File: src/rtl/ps2_kbd_rx_pkg.sv
// Shared definitions for the PS/2 keyboard receiver: frame FSM states,
// scan-code constants for the register decode, and the frame parity check.
package ps2_kbd_rx_pkg;

  typedef enum logic [1:0] {
    ST_IDLE   = 2'd0,
    ST_DATA   = 2'd1,
    ST_PARITY = 2'd2,
    ST_STOP   = 2'd3
  } ps2_state_e;

  localparam logic [7:0] PS2_BREAK = 8'hF0;
  localparam logic [7:0] PS2_EXT   = 8'hE0;

  // PS/2 uses odd parity: data bits plus the parity bit must hold an odd number of ones.
  function automatic logic odd_parity_ok(input logic [7:0] data, input logic par);
    return ^{data, par};
  endfunction

endpackage

File: src/rtl/ps2_kbd_rx_sync_fifo.sv
// Show-ahead synchronous FIFO: the head entry is always on dout_o (zero when
// empty), and a push and a pop in the same cycle both take effect, even when full.
module sync_fifo #(
  parameter int WIDTH = 8,
  parameter int DEPTH = 8
) (
  input  logic                     clk,
  input  logic                     rst,
  input  logic                     push_i,
  input  logic [WIDTH-1:0]         din_i,
  input  logic                     pop_i,
  output logic [WIDTH-1:0]         dout_o,
  output logic                     full_o,
  output logic                     empty_o,
  output logic [$clog2(DEPTH):0]   count_o
);

  localparam int AW = $clog2(DEPTH);

  logic [WIDTH-1:0] mem_q [DEPTH];
  logic [AW:0]      wr_ptr_q;
  logic [AW:0]      rd_ptr_q;
  logic             do_push;
  logic             do_pop;

  // The extra pointer MSB separates the full case from the empty case.
  assign empty_o = (wr_ptr_q == rd_ptr_q);
  assign full_o  = (wr_ptr_q[AW] != rd_ptr_q[AW]) &&
                   (wr_ptr_q[AW-1:0] == rd_ptr_q[AW-1:0]);
  assign count_o = wr_ptr_q - rd_ptr_q;

  assign do_pop  = pop_i & ~empty_o;
  assign do_push = push_i & (~full_o | do_pop);

  always_ff @(posedge clk) begin
    if (rst) begin
      wr_ptr_q <= '0;
      rd_ptr_q <= '0;
    end else begin
      if (do_push) wr_ptr_q <= wr_ptr_q + 1'b1;
      if (do_pop)  rd_ptr_q <= rd_ptr_q + 1'b1;
    end
  end

  always_ff @(posedge clk) begin
    if (do_push) mem_q[wr_ptr_q[AW-1:0]] <= din_i;
  end

  assign dout_o = empty_o ? '0 : mem_q[rd_ptr_q[AW-1:0]];

endmodule

File: src/rtl/ps2_kbd_rx.sv
// PS/2 keyboard receive stage: synchronizes the pins, deframes 11-bit frames on
// PS/2 clock falling edges, and queues good scan codes for the bus side.
module ps2_kbd_rx
  import ps2_kbd_rx_pkg::*;
#(
  parameter int FIFO_DEPTH     = 8,
  parameter int TIMEOUT_CYCLES = 50000
) (
  input  logic                          clk,
  input  logic                          rst,
  input  logic                          ps2_clk,
  input  logic                          ps2_dat,
  input  logic                          rd_en,
  input  logic                          clr_err,
  output logic [7:0]                    rd_data,
  output logic                          valid,
  output logic [$clog2(FIFO_DEPTH):0]   count,
  output logic                          overflow,
  output logic                          parity_err
);

  localparam int TW = $clog2(TIMEOUT_CYCLES + 1);

  logic [1:0]  clk_sync_q;
  logic [1:0]  dat_sync_q;
  logic        clk_prev_q;
  logic        fe;
  logic        bit_in;

  ps2_state_e  state_q, state_d;
  logic [7:0]  shift_q, shift_d;
  logic [2:0]  bitcnt_q, bitcnt_d;
  logic        par_q, par_d;
  logic [TW-1:0] timeout_q, timeout_d;
  logic        push;
  logic        perr_set;
  logic        ovf_set;
  logic        overflow_q, overflow_d;
  logic        parity_err_q, parity_err_d;
  logic        fifo_full;
  logic        fifo_empty;

  // Synchronizers idle high so leaving reset never looks like a falling edge.
  always_ff @(posedge clk) begin
    if (rst) begin
      clk_sync_q <= 2'b11;
      dat_sync_q <= 2'b11;
      clk_prev_q <= 1'b1;
    end else begin
      clk_sync_q <= {clk_sync_q[0], ps2_clk};
      dat_sync_q <= {dat_sync_q[0], ps2_dat};
      clk_prev_q <= clk_sync_q[1];
    end
  end

  assign fe     = clk_prev_q & ~clk_sync_q[1];
  assign bit_in = dat_sync_q[1];

  always_ff @(posedge clk) begin
    if (rst) begin
      state_q      <= ST_IDLE;
      shift_q      <= '0;
      bitcnt_q     <= '0;
      par_q        <= 1'b0;
      timeout_q    <= '0;
      overflow_q   <= 1'b0;
      parity_err_q <= 1'b0;
    end else begin
      state_q      <= state_d;
      shift_q      <= shift_d;
      bitcnt_q     <= bitcnt_d;
      par_q        <= par_d;
      timeout_q    <= timeout_d;
      overflow_q   <= overflow_d;
      parity_err_q <= parity_err_d;
    end
  end

  always_comb begin
    state_d   = state_q;
    shift_d   = shift_q;
    bitcnt_d  = bitcnt_q;
    par_d     = par_q;
    timeout_d = '0;
    push      = 1'b0;
    perr_set  = 1'b0;
    if (state_q != ST_IDLE) timeout_d = timeout_q + 1'b1;
    if (fe) begin
      timeout_d = '0;
      case (state_q)
        ST_IDLE: begin
          // A high start bit is line noise, not a frame; ignore it silently.
          if (!bit_in) begin
            state_d  = ST_DATA;
            bitcnt_d = '0;
          end
        end
        ST_DATA: begin
          shift_d  = {bit_in, shift_q[7:1]};
          bitcnt_d = bitcnt_q + 3'd1;
          if (bitcnt_q == 3'd7) state_d = ST_PARITY;
        end
        ST_PARITY: begin
          par_d   = bit_in;
          state_d = ST_STOP;
        end
        ST_STOP: begin
          if (bit_in && odd_parity_ok(shift_q, par_q)) push = 1'b1;
          else perr_set = 1'b1;
          state_d = ST_IDLE;
        end
        default: state_d = ST_IDLE;
      endcase
    end else if (state_q != ST_IDLE && timeout_q == TW'(TIMEOUT_CYCLES - 1)) begin
      state_d   = ST_IDLE;
      timeout_d = '0;
    end
  end

  // A pop in the same cycle frees the slot, so only a push with no pop drops.
  assign ovf_set      = push & fifo_full & ~rd_en;
  assign overflow_d   = ovf_set  | (overflow_q   & ~clr_err);
  assign parity_err_d = perr_set | (parity_err_q & ~clr_err);

  sync_fifo #(
    .WIDTH (8),
    .DEPTH (FIFO_DEPTH)
  ) u_fifo (
    .clk     (clk),
    .rst     (rst),
    .push_i  (push),
    .din_i   (shift_q),
    .pop_i   (rd_en),
    .dout_o  (rd_data),
    .full_o  (fifo_full),
    .empty_o (fifo_empty),
    .count_o (count)
  );

  assign valid      = ~fifo_empty;
  assign overflow   = overflow_q;
  assign parity_err = parity_err_q;

endmodule
File: config.mk
export PLATFORM = sky130hd
export DESIGN_NAME = ps2_kbd_rx
export DESIGN_NICKNAME = d
export VERILOG_FILES = /design/src/rtl/ps2_kbd_rx_pkg.sv /design/src/rtl/ps2_kbd_rx_sync_fifo.sv /design/src/rtl/ps2_kbd_rx.sv
export SDC_FILE = /design/constraint.sdc
export NUM_CORES = 1
export LEC_CHECK = 0
export BUFFER_PORTS_ARGS = -buffer_cell sky130_fd_sc_hd__buf_2
export CELL_PAD_IN_SITES_DETAIL_PLACEMENT = 1
export CELL_PAD_IN_SITES_GLOBAL_PLACEMENT = 1
export CORE_MARGIN = 2
export CORE_UTILIZATION = 40
export DETAILED_ROUTE_END_ITERATION = 8
export MAX_ROUTING_LAYER = met4
export PLACE_DENSITY = 0.77
export SLEW_MARGIN = 0
export SYNTH_ARGS = -nofsm -noshare
export SYNTH_HDL_FRONTEND = slang
export SYNTH_SLANG_ARGS = --single-unit
File: constraint.sdc
create_clock -name clk -period 2.8 [get_ports clk]
set_input_delay 0 -clock clk [delete_from_list [all_inputs] [get_ports clk]]
set_output_delay 0 -clock clk [all_outputs]
set_load 0.05 [all_outputs]
==> qor_table.md <==
| Metric | Value | Unit |
|---|---|---|
| Net Count, Synth | 379 | - |
| Pin count of the biggest net entering global routing | 37 | - |
| Die extent in y | 114 | microns |
| Cts bufs inserted | 9 | - |
| RSZ-0062 raised after global routing | no | - |
| R2r worst-path depth | 7 | - |
| Buffer depth of the longest clock path | 2 | - |
| Synth Flop Type | sky130_fd_sc_hd__edfxtp_1 | - |
| Power share of the clock group | 41.8 | % |
| DRC Markers | 0 | - |
| Number of failing setup endpoints in the final timing report | 0 | - |
| Chip width | 114 | microns |
| Total Routed Length | 10.5 | mm |
| Cell types with the largest area share after synthesis | sky130_fd_sc_hd__edfxtp_1 40%, sky130_fd_sc_hd__dfxtp_1 20%, sky130_fd_sc_hd__mux4_2 7.5% | - |
| P_sw | 0.000648 | W |
| Register bit total from synthesis | 112 | - |
| Min-delay worst type | in -> reg | - |
| Mean number of vias per cell | 5.33 | - |
| Synthesized netlist cell count | 360 | - |
| Gate power share | 1.0 | % |
| First-pass GRT wire length | 17.1 | mm |
| Grt total ovfl | 0 | - |
| Critical path endpoint category | flip-flop | - |
| Clock latency of the later-clocked register in the worst-skew pair | 0.35 | ns |
| Sequential share of power | 57.3 | % |
| Total of warnings raised by yosys | 0 | - |
| Count of cells along the worst hold path | 4 | - |
| Cell type contributing the most total cell area after synthesis | sky130_fd_sc_hd__edfxtp_1 | - |
| CP Data Arrival Time | 2.48 | ns |
| Cell internal pwr | 0.00236 | W |
| Syn-to-layout area delta | 14.2 | % |
| Layout Nets | 418 | - |
| Post-route antenna net violation count | 0 | - |
| CTS resizes | 0 | - |
| Required time at the worst-slack endpoint | 2.86 | ns |
| Number of failing hold endpoints at the final stage | 0 | - |
| Via count of the first global-routing pass | 3217 | - |
| Fin crit period | 2.42 | ns |
| Delay of the slowest cell on the worst path | 0.44 | ns |
| Count of flip-flops with a built-in enable after synthesis | 64 | - |
| CP max FO | 9 | - |
| Period Utilization, post-route | 86.3 | % |
| Peak ir drop on the vdd network | 0.392 | mV |
| Global-route total usage across every layer | 18.2 | % |
| Actual slew at the worst max-slew pin | 0.772 | ns |
| Count of unique library cells instantiated by Yosys | 43 | - |
| Buffer cell driving the clock tree root | sky130_fd_sc_hd__clkbuf_16 | - |
| Fin cells | 551 | - |
| Number of inserted diodes | 0 | - |
| Tightest slew margin relative to the limit | 48.5 | % |
| Async set or reset register ratio after synthesis | 0 | % |
| Leakage power figure | 2.05 | nW |
| TritonCTS clock tree | built | - |
| Row count | 40 | - |
| Clock input transition at the sequential cells of the worst setup and hold paths | 0.07 | ns |
| Cells along the critical path | inv_1 -> ha_1 -> nand4b_1 -> o2111ai_1 -> mux2_4 -> nor4_1 -> buf_4 | - |
| Critical Path Slowest Stage Cell | sky130_fd_sc_hd__dfxtp_1 | - |
| Max-cap viol count | 0 | - |
| H-tree lvl count | 3 | - |
| Starting density of the core | 40.5 | % |
| IO Count | 21 | - |
| Power density over cell area | 546 | mW/mm^2 |
| Antenna violations before repair | 0 | - |
| Placeable core region | 0.0119 | sq mm |
| Port-buffer cells | 20 | - |
| Die area | 0.0130 | sq mm |
| Vias after detailed routing | 2936 | - |
| Post-detail-place hpwl | 7.53 | mm |
| Critical Path Source Type | flip-flop | - |
| Gp weighted congestion | 0.753 | - |
| Mean Syn Cell Area | 13.4 | sq um |
| Highest attainable clock frequency | 414 | MHz |
| Share of synthesized area occupied by flip-flops and latches | 59.7 | % |
| Number of instances in the placed design | 532 | - |
| Switching share of power | 21.5 | % |
| Share of cells above drive strength 1 | 19.6 | % |
| Routed wirelength normalized by instance count | 19.1 | microns |
| Outcome | complete, no violations | - |
| Initial DRC Count | 143 | - |
| Max-slew violation count | 0 | - |
| Number of clock sinks | 112 | - |
| Post-route clock skew | 0.00876 | ns |
| Critical path class | reg -> reg | - |
| Post-synth top area share | 39.8 | % |
| TNS Setup | 0 | ns |
| First-pass iteration count of the detailed router | 4 | - |
| Synth Cell Area | 0.00483 | sq mm |
[synth_stat cells (all sizes together) (3+ instances only)]
| cell | n |
|---|---|
| a21oi | 7 |
| and2 | 5 |
| and4 | 5 |
| buf | 4 |
| clkbuf | 9 |
| dfxtp | 48 |
| edfxtp | 64 |
| ha | 12 |
| inv | 13 |
| mux2 | 4 |
| mux2i | 24 |
| mux4 | 16 |
| nand2 | 9 |
| nand2b | 7 |
| nand3 | 9 |
| nand4 | 6 |
| nor2 | 50 |
| nor2b | 4 |
| nor3 | 4 |
| nor4 | 3 |
| o2111ai | 6 |
| o21ai | 3 |
| or2 | 5 |
| xnor2 | 10 |
| xor2 | 14 |
[power groups by stage]
stage	Combinational, W	Clock [W]	Sequential, W
CTS	0.0000305	0.00129	0.00172
finish	0.0000296	0.00126	0.00172
detailed placement	0.0000274	0	0.00176
global placement	0.0000263	0	0.00176
global route	0.0000337	0.00135	0.00173
floorplan	0.0000197	0	0.00176
[worst max-delay path, delay by kind of cell, from the launching register on]
family          cells  cell delay (ns)
fa+ha+maj           1             0.32
buf+inv             2             0.38
flops               1             0.44
mux                 1             0.35
compound gates      1             0.15
simple gates        2             0.49
[cell type report]
class / count / area (sq um)
repair buffers: 41 / 265
flip-flops and latches: 112 / 2880
inverters: 13 / 48.8
fillers: 1228 / 6400
clock buffers: 10 / 229
well taps: 147 / 184
multi-input cells: 222 / 1840
clock inverters: 6 / 58.8
[layout by cell type, fill, tap and decap left out, types with 10 or more instances in the layout]
cell type and instances:
sky130_fd_sc_hd__mux2i_1 24, sky130_fd_sc_hd__xnor2_1 10, sky130_fd_sc_hd__dfxtp_1 48, sky130_fd_sc_hd__buf_4 18
sky130_fd_sc_hd__xor2_1 14, sky130_fd_sc_hd__nor2_1 50, sky130_fd_sc_hd__ha_1 12, sky130_fd_sc_hd__buf_2 20
sky130_fd_sc_hd__mux4_2 16, sky130_fd_sc_hd__edfxtp_1 64, sky130_fd_sc_hd__inv_1 13
[state kept, by name, summed over array words and instances (netlist names), 3 cells and up, named ones only]
register and cells:
bitcnt_q 3, u_fifo.wr_ptr_q 4, u_fifo.rd_ptr_q 4, u_fifo.mem_q 64
timeout_q 16, shift_q 8
[logic make-up after synthesis]
logic type	Yosys count	share of synthesized area, %
simple gates	115	12.1
buf+inv	26	2.07
compound gates	23	3.21
flops	112	59.7
xor+xnor	27	5.81
fa+ha+maj	13	3.53
mux	44	13.5
[routing by layer]
metal	global-route usage (%)	routed length (microns)	part of all wire, %	up-vias
met5	-	0	0	-
met4	6.18	236	2.2	0
met3	4.46	272	2.6	14
met2	33.5	5880	56	35
met1	19.0	4140	39	1488
li1	-	-	-	1399
[path summary, 6_finish.rpt]
kind / from / to / slack, ns
hold reg to reg: dat_sync_q[0]$_SDFF_PP1_ / dat_sync_q[1]$_SDFF_PP1_ / 0.42
hold / removal: rd_en / u_fifo.rd_ptr_q[3]$_SDFFE_PP0N_ / 0.05
setup reg to reg: u_fifo.wr_ptr_q[0]$_SDFFE_PP0P_ / u_fifo.mem_q[3][0]$_DFFE_PP_ / 0.38
setup / recovery: u_fifo.wr_ptr_q[0]$_SDFFE_PP0P_ / u_fifo.mem_q[3][0]$_DFFE_PP_ / 0.38
[stage by stage]
stage               setup WS (ns)  power (W)  cell area, sq um  utilization (%)  hold slack, ns
floorplan                   0.116    0.00178              4830                -           0.104
global placement            0.509    0.00179              5190             43.6           0.182
detailed placement          0.405    0.00179              5190             43.6           0.191
CTS                         0.379    0.00305              5510             46.3          0.0416
global route                0.185    0.00311              5510             46.3          0.0789
finish                      0.382    0.00301              5510             46.3          0.0457
[what timing repair did]
| item | CTS | global route |
|---|---|---|
| setup buffers | 0 | 0 |
| hold endpoints to repair | 3 | 0 |
| hold buffers | 3 | 0 |
(Power assumes the default switching activity.)
